**config.mk**
```make
export PLATFORM = sky130hd
export DESIGN_NAME = uart_tx_arbiter
export DESIGN_NICKNAME = d
export VERILOG_FILES = /design/src/rtl/uart_tx_arbiter.sv
export SDC_FILE = /design/constraint.sdc
export NUM_CORES = 1
export LEC_CHECK = 0
export ABC_CLOCK_PERIOD_IN_PS = 2800
export CAP_MARGIN = 10
export CELL_PAD_IN_SITES_DETAIL_PLACEMENT = 1
export CELL_PAD_IN_SITES_GLOBAL_PLACEMENT = 2
export CORE_MARGIN = 4
export CORE_UTILIZATION = 26
export DETAILED_ROUTE_END_ITERATION = 8
export GPL_TIMING_DRIVEN = 0
export HOLD_SLACK_MARGIN = 0.05
export PLACE_DENSITY = 0.94
export SETUP_SLACK_MARGIN = 0.4
export SLEW_MARGIN = 10
export SYNTH_ARGS = -nofsm -noshare
export SYNTH_HDL_FRONTEND = slang
export SYNTH_SLANG_ARGS = --single-unit
export TNS_END_PERCENT = 100
```
**constraint.sdc**
```tcl
create_clock -name clk -period 2.8 [get_ports clk]
set_clock_uncertainty 0.1 [all_clocks]
set_input_delay 0.84 -clock clk [delete_from_list [all_inputs] [get_ports clk]]
set_output_delay 0.84 -clock clk [all_outputs]
set_load 0.05 [all_outputs]
```
**src/rtl/uart_tx_arbiter.sv**
```systemverilog
// uart_tx_arbiter: round-robin sharing of one uart_top transmitter among
// NUM_REQ requesters, with frame-end and start-timeout reporting.
module uart_tx_arbiter #(
    parameter int SIZE          = 8,
    parameter int NUM_REQ       = 4,
    parameter int START_TIMEOUT = 16,
    localparam int IDW = $clog2(NUM_REQ),
    localparam int CW  = $clog2(START_TIMEOUT)
) (
    input  logic                    clk,
    input  logic                    rst,
    input  logic [NUM_REQ-1:0]      req_valid,
    input  logic [NUM_REQ*SIZE-1:0] req_data,
    output logic [NUM_REQ-1:0]      req_ready,
    output logic [SIZE-1:0]         uart_data_in,
    output logic                    uart_tx_en,
    input  logic                    uart_tx_busy,
    output logic [IDW-1:0]          grant_id,
    output logic                    frame_done,
    output logic [IDW-1:0]          frame_done_id,
    output logic                    start_err,
    output logic                    busy
);

    typedef enum logic [1:0] {
        IDLE,
        LOAD,
        WAIT_START,
        WAIT_END
    } state_t;

    localparam logic [CW-1:0] CNT_MAX = CW'(START_TIMEOUT - 1);

    state_t state, state_next;

    logic [CW-1:0]      cnt, cnt_d;
    logic [IDW-1:0]     last_grant, lg_d;
    logic [IDW-1:0]     win;
    logic               win_ok;
    logic [SIZE-1:0]    win_data;
    int                 idx;

    logic [NUM_REQ-1:0] ready_d;
    logic               tx_en_d;
    logic [SIZE-1:0]    data_d;
    logic [IDW-1:0]     gid_d;
    logic               done_d;
    logic               err_d;
    logic [IDW-1:0]     fid_d;
    logic               busy_d;

    // Scan from last_grant+1 upward; the first valid index wins.
    always_comb begin
        win    = '0;
        win_ok = 1'b0;
        idx    = 0;
        for (int k = 1; k <= NUM_REQ; k++) begin
            idx = (int'(last_grant) + k) % NUM_REQ;
            if (!win_ok && req_valid[IDW'(idx)]) begin
                win_ok = 1'b1;
                win    = IDW'(idx);
            end
        end
    end

    always_comb begin
        win_data = '0;
        for (int i = 0; i < NUM_REQ; i++) begin
            if (win == IDW'(i)) begin
                win_data = req_data[i*SIZE +: SIZE];
            end
        end
    end

    always_ff @(posedge clk) begin
        if (rst) begin
            state         <= IDLE;
            cnt           <= '0;
            last_grant    <= IDW'(NUM_REQ - 1);
            req_ready     <= '0;
            uart_tx_en    <= 1'b0;
            uart_data_in  <= '0;
            grant_id      <= '0;
            frame_done    <= 1'b0;
            frame_done_id <= '0;
            start_err     <= 1'b0;
            busy          <= 1'b0;
        end else begin
            state         <= state_next;
            cnt           <= cnt_d;
            last_grant    <= lg_d;
            req_ready     <= ready_d;
            uart_tx_en    <= tx_en_d;
            uart_data_in  <= data_d;
            grant_id      <= gid_d;
            frame_done    <= done_d;
            frame_done_id <= fid_d;
            start_err     <= err_d;
            busy          <= busy_d;
        end
    end

    always_comb begin
        state_next = state;
        unique case (state)
            IDLE: begin
                if (win_ok) state_next = LOAD;
            end
            LOAD: begin
                state_next = WAIT_START;
            end
            WAIT_START: begin
                if (uart_tx_busy) state_next = WAIT_END;
                else if (cnt == CNT_MAX) state_next = IDLE;
            end
            WAIT_END: begin
                if (!uart_tx_busy) state_next = IDLE;
            end
            default: state_next = IDLE;
        endcase
    end

    // Counter is 0 during LOAD and counts every edge after it, so the
    // timeout lands START_TIMEOUT cycles after the start pulse.
    always_comb begin
        ready_d = '0;
        tx_en_d = 1'b0;
        data_d  = uart_data_in;
        gid_d   = grant_id;
        lg_d    = last_grant;
        done_d  = 1'b0;
        err_d   = 1'b0;
        fid_d   = frame_done_id;
        cnt_d   = cnt;
        unique case (state)
            IDLE: begin
                if (win_ok) begin
                    ready_d[win] = 1'b1;
                    tx_en_d      = 1'b1;
                    data_d       = win_data;
                    gid_d        = win;
                    lg_d         = win;
                    cnt_d        = '0;
                end
            end
            LOAD: begin
                cnt_d = cnt + 1'b1;
            end
            WAIT_START: begin
                if (!uart_tx_busy) begin
                    if (cnt == CNT_MAX) begin
                        err_d = 1'b1;
                        fid_d = grant_id;
                    end else begin
                        cnt_d = cnt + 1'b1;
                    end
                end
            end
            WAIT_END: begin
                if (!uart_tx_busy) begin
                    done_d = 1'b1;
                    fid_d  = grant_id;
                end
            end
            default: begin
                cnt_d = '0;
            end
        endcase
        busy_d = (state_next != IDLE);
    end

endmodule

```
Word-level counts from Yosys, hierarchy flattened
Index checks and enable logic that the tools add are counted.
- add/sub/neg operators: 5
- $lt $le $gt $ge: 6
- eq/ne operators: 12
- multiplexer cells: 42
- bitwise operators: 4
- reduce and logical (&&, ||, !) cells: 19
- operators by type and width (operator ; count):
    $mux 8 ; 4
    $mux 2 ; 11
    $lt 2x4->1 const B ; 4
    $mux 1 ; 16
    $mux 4 ; 3
    $pmux 4 s3 ; 1
    $ne 2x2->1 const B ; 5
    $bmux 1 s2 ; 4
    $eq 2x2->1 const B ; 4
    $pmux 2 s4 ; 1
    $reduce_and 4->1 ; 2
    $reduce_or 3->1 ; 2
    $add 2x1->2 const B ; 2
    $add 2x2->2 const B ; 2
    $add 4x1->4 const B ; 1
    $eq 2x1->1 const B ; 2
    $eq 4x4->1 const B ; 1
    $logic_and 1x1->1 ; 4
    $logic_not 2->1 ; 2
    $not 1->1 ; 4
    $pmux 2 s2 ; 1
    $reduce_bool 2->1 ; 2
    $reduce_or 2->1 ; 2
    $logic_not 1->1 ; 3
    other kinds (5) ; 5
- register bits: 28
- bits of input ports: 39
- output and inout port bits: 20
- logic and storage cells: 99

Depth between registers and ports, before layout
Gate-level depths: netlist of run 1.
- depth in word-level cells: 19
- gate-level depth with buffers: 8

Worst setup path before layout of run 1
No wires, ideal clock.
- path kind: input port to flip-flop
- start point: input port req_valid[3]
- end point: register uart_data_in[0]
- library setup time: 0.141 ns
- arrival time: 1.733 ns
- required time: 2.559 ns
- slack: 0.826 ns
- stages: 6
- path buffers: 1
- cells stage by stage: a21boi_1 > o21bai_4 > nand2_8 > buf_12 > mux2i_1 > o221ai_1
- longest elaborated chain between the ends: 18
- elaborated cells on any way between the ends: 35
- classes of those cells: eq/ne: 3; mux: 24; reduce/logical: 8
- RTL lines (item ; RTL line ; text):
    start, declared ; 12 ; input logic [NUM_REQ-1:0] req_valid,
    $bmux 1 s2 ; 59 ; if (!win_ok && req_valid[IDW'(idx)]) begin
    $mux 1 (not written as such) (2 in a row) ; 59 ;
    $mux 1 ; 59 ;
    $logic_not 1->1 ; 59 ;
    $logic_and 1x1->1 ; 59 ;
    $mux 1 ; 59 ;
    $logic_not 1->1 ; 59 ;
    $logic_and 1x1->1 ; 59 ;
    $mux 1 ; 59 ;
    $logic_not 1->1 ; 59 ;
    $logic_and 1x1->1 ; 59 ;
    $mux 2 ; 59 ;
    $logic_not 2->1 ; 69 ; if (win == IDW'(i)) begin
    $mux 8 (4 in a row) ; 69 ;
    end signal, assigned ; 94 ; uart_data_in <= data_d;
    end, declared ; 15 ; output logic [SIZE-1:0] uart_data_in,
Several ways; a longest one is shown, not always the timed one. The select of a mux whose other input is x is not followed.
A chain may end at the register's enable or synchronous reset.

Worst setup path in the final report of run 1
- start point: register busy
- end point: output port busy
- RTL lines (item ; RTL line ; text):
    start, declared ; 22 ; output logic busy
    start signal, assigned ; 99 ; busy <= busy_d;
No word-level cell between the ends.

==> results of run 1 <==
routing by layer:
metal / up-vias / GRT usage / share of wire
li1: 714 / - / -
met1: 678 / 0.172 / 0.48
met2: 36 / 0.202 / 0.47
met3: 4 / 0.0197 / 0.042
met4: 0 / 0.0395 / 0.012
met5: - / 0 / 0
path summary, 6_finish.rpt:
| path | endpoint | slack, ns | cells past startpoint |
|---|---|---|---|
| setup reg to reg | cnt[2] | 0.95 | 6 |
| hold reg to reg | cnt[1] | 0.39 | 2 |
| setup / recovery | busy | 0.46 | 1 |
| hold / removal | cnt[1] | 0.39 | 2 |
where the power goes:
group          leakage, nW  internal [mW]  total, mW  switching, mW
Clock               0.0357          0.192      0.323          0.132
Sequential           0.230          0.447      0.476         0.0288
Combinational        0.763          0.217      0.542          0.325
Total                 1.03          0.855       1.34          0.486
final cells by class:
class,instances,share of cell area
sequential,28,0.246
inverter,4,0.00660
clock buffer,3,0.0182
buffer,6,0.0226
clock inverter,1,0.0132
multi-input combinational,125,0.391
timing repair buffer,59,0.262
tap,72,0.0396
kinds of logic after synthesis:
family                     Yosys count  share of synthesized area
and+or+nand+nor                     58                      0.210
AOI/OAI and AO/OA                   45                      0.209
buffers and inverters               10                     0.0446
muxes                               17                      0.117
DFF                                 28                      0.377
adders and majority gates            5                     0.0421
state kept, by name, summed over array words and instances, names as in the netlist:
register,count
last_grant,2
grant_id,2
uart_tx_en,1
req_ready,4
frame_done_id,2
start_err,1
frame_done,1
uart_data_in,8
busy,1
cnt,4
state,2
Yosys cell counts (all sizes together) (3+ instances only):
| cell type | n |
|---|---|
| nand3 | 7 |
| nand2 | 10 |
| o21bai | 5 |
| dfxtp | 28 |
| mux2i | 17 |
| nand3b | 7 |
| a41o | 3 |
| nor2 | 21 |
| inv | 4 |
| o21ai | 10 |
| buf | 4 |
| a21oi | 15 |
| o221ai | 5 |
| ha | 5 |
metrics by stage:
step / setup TNS [ns] / instances / worst slack (ns) / power [mW]
3_5_place_dp: -0.288 / 293 / -0.0695 / 1.03
2_1_floorplan: 0 / 163 / 0.826 / 0.839
6_report: 0 / 298 / 0.464 / 1.34
3_3_place_gp: -0.174 / 293 / -0.0442 / 1.02
4_1_cts: 0 / 297 / 0.406 / 1.35
5_1_grt: 0 / 298 / 0.405 / 1.43
repair_timing:
action,in CTS,in global routing
gates resized for setup,12,13
setup buffers,0,1
pin swaps,0,1
setup endpoints to repair,17,14
endpoints found under the hold margin,0,0
==> qor.txt, run 1 <==
H-tree depth: 1
fin util: 0.411
cts hold-fix bufs: 0
CTS tree: done
RD Place Congestion: 0.787
CP max stage delay: 0.80 ns
number of diodes: 0
Min Hold Slack: 0.386 ns
share of cells above drive strength 1: 0.111
Synth Register Bits: 28
Lkg Pwr: 1.03 nW
HP Start: cnt[1]
critical path required time: 1.86 ns
Post-DP HPWL: 3.42 mm
sequential share of the synthesized area: 0.377
CP Launch Point: busy
Pins Over Slew Limit: 0
maximum vdd ir drop: 235 uV
Boundary Pins: 59
number of antenna violations at the first check in global routing: 0
top cell family by delay on the critical path: buffers and inverters
CTS Root Cell: clkbuf_8
final WL: 4.39 mm
Critical path buffers and inverters: 1
prevailing post-synth register cell: dfxtp_1
Synth-to-Final Area Change: 53.0%
share of the synthesized area in the top cell type: 0.377
status: complete, no violations
TritonRoute pass-1 iters: 4
PwrDens: 590 nW/um^2
RSZ-0062 raised after global routing: false
grt total ovfl: 0
drt wl/cell: 14.7 um
CTS Buf Count: 3
DRT iter0 DRCs: 78
period utilisation layout: 0.834
vias after detailed routing: 1,432
cells along the critical path: clkdlybuf4s50_1
post-route ant nets: 0
Post-Syn Instances: 163
EDFF count, synth: 0
most frequent cells in the layout: 41 x clkdlybuf4s50_1, 28 x dfxtp_1, 17 x nor2_1
crit path capture type: primary output
CP Class: reg -> out
die area: 6990 um^2
Nets: 271
Fin. Hold Viols: 0
fmax: 428 MHz
Mean Syn Cell Area: 9.12 um^2
final setup fails: 0
area occupied by multi-input gates: 890 um^2
WP data arrival: 1.40 ns
max_cap viols: 0
drt drc: 0
vias in the first global route: 1,461
FP Rows: 27
Hold Path Class: reg -> reg
peak fanout along the critical path: 1
synth warn: 0
Syn Std Cell Area: 1490 um^2
post-synth top area cell: dfxtp_1
Reg2Reg Launch Point: cnt[0]
Max clock buf depth: 2
Total GRT Usage: 0.126
most common cell after layout, fill and taps aside: clkdlybuf4s50_1
core region area: 5540 um^2
Fillers: 657
Slowest-stage cell, CP: clkdlybuf4s50_1
IO buf count: 58
Worst-Margin Slew: 0.515 ns
dpl cell area: 2160 um^2
asr flop ratio synth: 0
Reg area: 561 um^2
ranking of synthesized cells by area: dfxtp_1 38%, mux2i_1 11%, a21oi_1 5.1%
largest net degree at the start of global routing: 17
Skew-Pair Late Insertion Delay: 0.28 ns
Synth cell types: 39
design area: 2270 um^2
min Tclk post-route: 2.34 ns
max_slew headroom: 0.656
Initial Utilization: 0.268
Die Span Y: 83.6 um
clk sink count: 28
DIE WIDTH: 83.6 um
Startpoint Class: flop
Via density: 4.81
Worst-path clk slew: 0.10 ns
Mapped Nets: 207
first-pass GRT wire length: 7.20 mm
No activity file was read; power rests on OpenSTA's default activity.
==> inputs of run 2 (changes only) <==
--- a/config.mk
+++ b/config.mk
@@ -5,16 +5,16 @@
 export SDC_FILE = /design/constraint.sdc
 export NUM_CORES = 1
 export LEC_CHECK = 0
-export ABC_CLOCK_PERIOD_IN_PS = 2800
+export ABC_CLOCK_PERIOD_IN_PS = 2000
 export CAP_MARGIN = 10
 export CELL_PAD_IN_SITES_DETAIL_PLACEMENT = 1
 export CELL_PAD_IN_SITES_GLOBAL_PLACEMENT = 2
 export CORE_MARGIN = 4
-export CORE_UTILIZATION = 26
+export CORE_UTILIZATION = 22
 export DETAILED_ROUTE_END_ITERATION = 8
 export GPL_TIMING_DRIVEN = 0
 export HOLD_SLACK_MARGIN = 0.05
-export PLACE_DENSITY = 0.94
+export PLACE_DENSITY = 0.86
 export SETUP_SLACK_MARGIN = 0.4
 export SLEW_MARGIN = 10
 export SYNTH_ARGS = -nofsm -noshare
==> constraint.sdc (replaced) <==
create_clock -name clk -period 2 [get_ports clk]
set_clock_uncertainty 0.1 [all_clocks]
set_input_delay 0.6 -clock clk [delete_from_list [all_inputs] [get_ports clk]]
set_output_delay 0.6 -clock clk [all_outputs]
set_load 0.05 [all_outputs]
==> qor.txt, run 2 (synthesized netlist as in run 1, its figures left out) <==
Worst-path clk slew: 0.11 ns (about the same)
period utilisation layout: 0.852
Initial Utilization: 0.230 (-0.0381)
Boundary Pins: 59 (unchanged)
Total GRT Usage: 0.121 (-0.00534)
Fin. Hold Viols: 0 (unchanged)
share of cells above drive strength 1: 0.419 (+0.309)
Post-DP HPWL: 3.51 mm (+2.7%)
largest net degree at the start of global routing: 17 (unchanged)
reg2reg path depth: 6 (unchanged)
Lkg Pwr: 1.09 nW (+5.6%)
CP Launch Point: uart_tx_busy
number of antenna violations at the first check in global routing: 0 (unchanged)
WP data arrival: 1.82 ns (+0.42 ns)
CP max stage delay: 0.41 ns (-0.39 ns)
PwrDens: 823 nW/um^2 (+40%)
setup tns final: 0 ns (unchanged)
post-route ant nets: 0 (unchanged)
RD Place Congestion: 0.651 (-17%)
most common cell after layout, fill and taps aside: clkdlybuf4s50_1
vias in the first global route: 1,567 (+7.3%)
cts hold-fix bufs: 0 (unchanged)
IO buf count: 58 (unchanged)
first-pass GRT wire length: 8.17 mm (+14%)
maximum vdd ir drop: 313 uV (+33%)
Fillers: 739 (+12%)
crit path capture type: flop
DIE WIDTH: 90.2 um (+7.9%)
max_cap viols: 0 (unchanged)
peak fanout along the critical path: 6 (+5)
Reg2Reg Launch Point: cnt[1]
Nets: 293 (+8.1%)
Hold Path Class: reg -> reg
final WL: 5.15 mm (+17%)
DRT iter0 DRCs: 32 (-59%)
HP Start: grant_id[1]
max_slew headroom: 0.780 (+0.124)
CTS Root Cell: clkbuf_8
Pins Over Slew Limit: 0 (unchanged)
Worst-Margin Slew: 0.328 ns (-0.187 ns)
TritonRoute pass-1 iters: 4 (unchanged)
final setup fails: 0 (unchanged)
drt wl/cell: 15.8 um (+7.6%)
Max clock buf depth: 2 (unchanged)
Top Registers: uart_data_in x8, cnt x4, req_ready x4
vias after detailed routing: 1,547 (+8.0%)
Via density: 4.76 (-0.94%)
core region area: 6460 um^2 (+17%)
max reg flops: 8 (unchanged)
Startpoint Class: input pin
Critical path buffers and inverters: 1 (unchanged)
min Tclk post-route: 1.70 ns
critical path required time: 2.12 ns (+0.26 ns)
Die Span Y: 90.2 um (+7.9%)
most frequent cells in the layout: 32 x clkdlybuf4s50_1, 25 x buf_4, 22 x dfxtp_1
drt drc: 0 (unchanged)
R2R setup slack: 0.30 ns (-0.65 ns)
H-tree depth: 1 (unchanged)
number of diodes: 0 (unchanged)
FP Rows: 29 (+7.4%)
Synth-to-Final Area Change: 77.2%
Slowest-stage cell, CP: or3b_1
RSZ-0062 raised after global routing: true
Crit Reg-Reg Endpoint: cnt[2]
CTS Buf Count: 3 (unchanged)
clk sink count: 28 (unchanged)
status: complete, no violations
WHS Path Cells: 2 (unchanged)
cells along the critical path: dlygate4sd2_1 > o21ai_4 > nand4_1 > or3b_1 > a21oi_1
fmax: 587 MHz
grt total ovfl: 0 (unchanged)
Min Hold Slack: 0.406 ns (+0.0201 ns)
Skew-Pair Late Insertion Delay: 0.28 ns (about the same)
register with the most flip-flops: uart_data_in
Hold Path End: grant_id[1]
CTS tree: done
top cell family by delay on the critical path: simple AND/OR/NAND/NOR gates
die area: 8140 um^2 (+16%)
CP Class: in -> reg
==> run 2: changes by cell type in the layout (fill, tap and decap cells not counted), sizes merged <==
cell / delta
buf: +36
dlymetal6s2s: -8
dlygate4sd2: -7
clkbuf: +10
clkdlybuf4s50: -9
==> run 2: what timing repair did <==
| action | CTS | global route |
|---|---|---|
| resized for setup | 160 | 39 |
| gates cloned | 0 | 1 |
| pin swaps | 10 | 18 |
| endpoints found under the setup margin | 48 | 31 |
| buffers inserted | 11 | 11 |
==> run 2: through the flow <==
| stage | power (mW) | worst slack (ns) | area, um^2 | util | std cells |
|---|---|---|---|---|---|
| finish | 2.17 | 0.296 | 2630 | 0.408 | 325 |
| global route | 2.26 | 0.226 | 2630 | 0.408 | 325 |
| CTS | 2.01 | 0.297 | 2400 | 0.372 | 313 |
| detailed placement | 1.47 | -0.551 | 2200 | 0.340 | 298 |
| global placement | 1.46 | -0.496 | 2200 | 0.340 | 298 |
| floorplan | 1.19 | 0.341 | 1520 | - | 163 |
==> run 2: per-layer routing <==
| layer | up-vias | track usage | wire (um) |
|---|---|---|---|
| li1 | 763 | - | - |
| met1 | 754 | 0.149 | 2290 |
| met2 | 28 | 0.212 | 2600 |
| met3 | 2 | 0.0225 | 215 |
| met4 | 0 | 0.0344 | 42 |
| met5 | - | 0 | 0 |
==> run 2: report_power, final <==
| group | internal [mW] | switching, mW |
|---|---|---|
| clock network | 0.268 | 0.196 |
| logic | 0.472 | 0.553 |
| registers | 0.630 | 0.0475 |
| total | 1.37 | 0.797 |
==> run 2: worst max-delay path by stage <==
| stage | end | depth (start not counted) |
|---|---|---|
| floorplan | uart_data_in[0] | 6 |
| global placement | uart_data_in[2] | 6 |
| detailed placement | uart_data_in[7] | 6 |
| CTS | uart_data_in[1] | 7 |
| global route | cnt[2] | 6 |
| finish | cnt[2] | 5 |
==> run 2: area by class of cell <==
| class | count | area [um^2] | area share |
|---|---|---|---|
| buffer | 6 | 75.1 | 0.0285 |
| clock buffer | 3 | 41.3 | 0.0157 |
| clock inverter | 1 | 30.0 | 0.0114 |
| inverter | 4 | 20.0 | 0.00760 |
| multi-input combinational | 125 | 1070 | 0.406 |
| sequential | 28 | 573 | 0.218 |
| tap | 77 | 96.3 | 0.0366 |
| timing repair buffer | 81 | 728 | 0.276 |
==> run 2: worst reg2reg max path, stage by stage (launching register included) <==
cell	delay, ns
dfxtp_2	0.35
ha_4	0.17
and3_4	0.19
o21ai_4	0.15
nand4_1	0.16
or3b_1	0.41
a21oi_1	0.12
==> inputs of run 3 (changes only) <==
--- a/config.mk
+++ b/config.mk
@@ -10,11 +10,12 @@
 export CELL_PAD_IN_SITES_DETAIL_PLACEMENT = 1
 export CELL_PAD_IN_SITES_GLOBAL_PLACEMENT = 2
 export CORE_MARGIN = 4
-export CORE_UTILIZATION = 22
+export CORE_UTILIZATION = 32
 export DETAILED_ROUTE_END_ITERATION = 8
+export DONT_BUFFER_PORTS = 1
 export GPL_TIMING_DRIVEN = 0
 export HOLD_SLACK_MARGIN = 0.05
-export PLACE_DENSITY = 0.86
+export PLACE_DENSITY = 0.85
 export SETUP_SLACK_MARGIN = 0.4
 export SLEW_MARGIN = 10
 export SYNTH_ARGS = -nofsm -noshare
==> qor.txt, run 3 (synthesized netlist as in run 1, its figures left out) <==
PwrDens: 931 nW/um^2 (+13%)
Hold Path End: uart_data_in[6]
Placed Cells: 215 (-28%)
CP max stage delay: 0.39 ns (-0.02 ns)
HP Start: req_data[6]
reg2reg path depth: 6 (unchanged)
IO buf count: 0 (-100%)
most common cell after layout, fill and taps aside: dfxtp_2
Final Power: 1.97 mW (-8.9%)
number of antenna violations at the first check in global routing: 0 (unchanged)
TritonRoute pass-1 iters: 4 (unchanged)
Max clock buf depth: 2 (unchanged)
max_cap viols: 0 (unchanged)
RSZ-0062 raised after global routing: true
share of cells above drive strength 1: 0.542 (+0.123)
Worst-path clk slew: 0.10 ns (about the same)
max reg flops: 8 (unchanged)
min Tclk post-route: 1.71 ns (+0.0101 ns)
Die Span Y: 76.2 um (-16%)
final std cells w/o fill: 242 (-26%)
clk sink count: 28 (unchanged)
Pins Over Slew Limit: 0 (unchanged)
Via density: 5.65 (+19%)
Post-DP HPWL: 3.16 mm (-9.9%)
CP Class: reg -> reg
Synth-to-Final Area Change: 42.7%
cts hold-fix bufs: 0 (unchanged)
dpl cell area: 1590 um^2 (-28%)
H-tree depth: 1 (unchanged)
register with the most flip-flops: uart_data_in
die area: 5800 um^2 (-29%)
Top Registers: uart_data_in x8, cnt x4, req_ready x4
crit path capture type: flop
DRT iter0 DRCs: 25 (-22%)
CTS tree: done
Worst-Margin Slew: 0.478 ns (+0.150 ns)
post-route ant nets: 0 (unchanged)
Startpoint Class: flop
Slowest-stage cell, CP: or3b_1
period utilisation layout: 0.857 (+0.00503)
number of diodes: 0 (unchanged)
Boundary Pins: 59 (unchanged)
grt total ovfl: 0 (unchanged)
CTS Root Cell: clkbuf_8
fmax: 583 MHz (-0.59%)
drt wl/cell: 19.2 um (+21%)
Skew-Pair Late Insertion Delay: 0.27 ns (about the same)
critical path required time: 2.10 ns (-0.02 ns)
design area: 2120 um^2 (-19%)
most frequent cells in the layout: 22 x dfxtp_2, 18 x buf_4, 14 x nor2_1
drt drc: 0 (unchanged)
CP Launch Point: cnt[0]
WP data arrival: 1.81 ns (about the same)
Fillers: 476 (-36%)
R2R setup slack: 0.29 ns (about the same)
RD Place Congestion: 0.735 (+13%)
first-pass GRT wire length: 7.27 mm (-11%)
maximum vdd ir drop: 570 uV (+82%)
status: complete, no violations
largest net degree at the start of global routing: 17 (unchanged)
setup tns final: 0 ns (unchanged)
Reg2Reg Launch Point: cnt[0]
WHS Path Cells: 2 (unchanged)
vias in the first global route: 1,528 (-2.5%)
core region area: 4410 um^2 (-32%)
Total GRT Usage: 0.151 (+0.0304)
Min Hold Slack: 0.391 ns (-0.0153 ns)
Nets: 235 (-20%)
Initial Utilization: 0.337 (+0.107)
Lkg Pwr: 0.815 nW (-25%)
Fin. Hold Viols: 0 (unchanged)
final WL: 4.66 mm (-9.5%)
Hold Path Class: in -> reg
vias after detailed routing: 1,368 (-12%)
CTS Buf Count: 3 (unchanged)
peak fanout along the critical path: 3 (-3)
FP Rows: 24 (-17%)
DIE WIDTH: 76.2 um (-16%)
Crit Reg-Reg Endpoint: cnt[2]
max_slew headroom: 0.681 (-0.0991)
final setup fails: 0 (unchanged)
cells along the critical path: ha_4 > and3_4 > o21ai_2 > nand4_1 > or3b_1 > a21oi_1
==> run 3: per-stage QoR <==
| stage | worst slack (ns) | utilization |
|---|---|---|
| CTS | 0.329 | 0.433 |
| global route | 0.215 | 0.480 |
| finish | 0.286 | 0.480 |
| global placement | 0.203 | 0.359 |
| floorplan | 0.341 | - |
| detailed placement | 0.144 | 0.359 |
==> run 3: worst max path at each step <==
stage                            to  slack [ns]  depth (start not counted)
finish                       cnt[2]        0.29                          6
global placement    uart_data_in[2]        0.20                          5
floorplan           uart_data_in[0]        0.34                          6
CTS                 uart_data_in[2]        0.33                          7
detailed placement           cnt[2]        0.14                          7
global route        uart_data_in[0]        0.21                          7
==> run 3: area by class of cell <==
class / count / area, um^2 / share of cell area
Inverter: 4 / 22.5 / 0.0106
Clock buffer: 3 / 41.3 / 0.0195
Multi-Input combinational cell: 125 / 1100 / 0.517
Sequential cell: 28 / 599 / 0.283
Clock inverter: 1 / 30.0 / 0.0142
Timing Repair Buffer: 23 / 205 / 0.0968
Buffer: 6 / 61.3 / 0.0289
Tap cell: 52 / 65.1 / 0.0307
==> run 3: timing repair <==
| item | 4_1_cts | 5_1_grt |
|---|---|---|
| setup buffers | 15 | 7 |
| pin swaps | 11 | 13 |
| endpoints found under the setup margin | 39 | 26 |
| resized for setup | 47 | 33 |
| cloned | 0 | 1 |
==> run 3: power by group <==
group	total (mW)	leakage [nW]	switching [mW]	internal, mW
clock	0.443	0.0357	0.175	0.268
sequential	0.882	0.240	0.240	0.642
combinational	0.649	0.540	0.309	0.340
total	1.97	0.815	0.725	1.25
==> run 3: layer usage <==
metal | up-vias | part of all wire | track usage
met3 | 12 | 0.068 | 0.0461
met5 | - | 0 | 0
met1 | 655 | 0.37 | 0.160
li1 | 641 | - | -
met4 | 0 | 0.020 | 0.0280
met2 | 60 | 0.54 | 0.290
==> run 3: critical path: cells and delay by family, from the launching register on <==
family,cells,cell delay [ns]
AOI/OAI and AO/OA,2,0.27
and+or+nand+nor,3,0.73
adders and majority gates,1,0.16
DFF,1,0.37
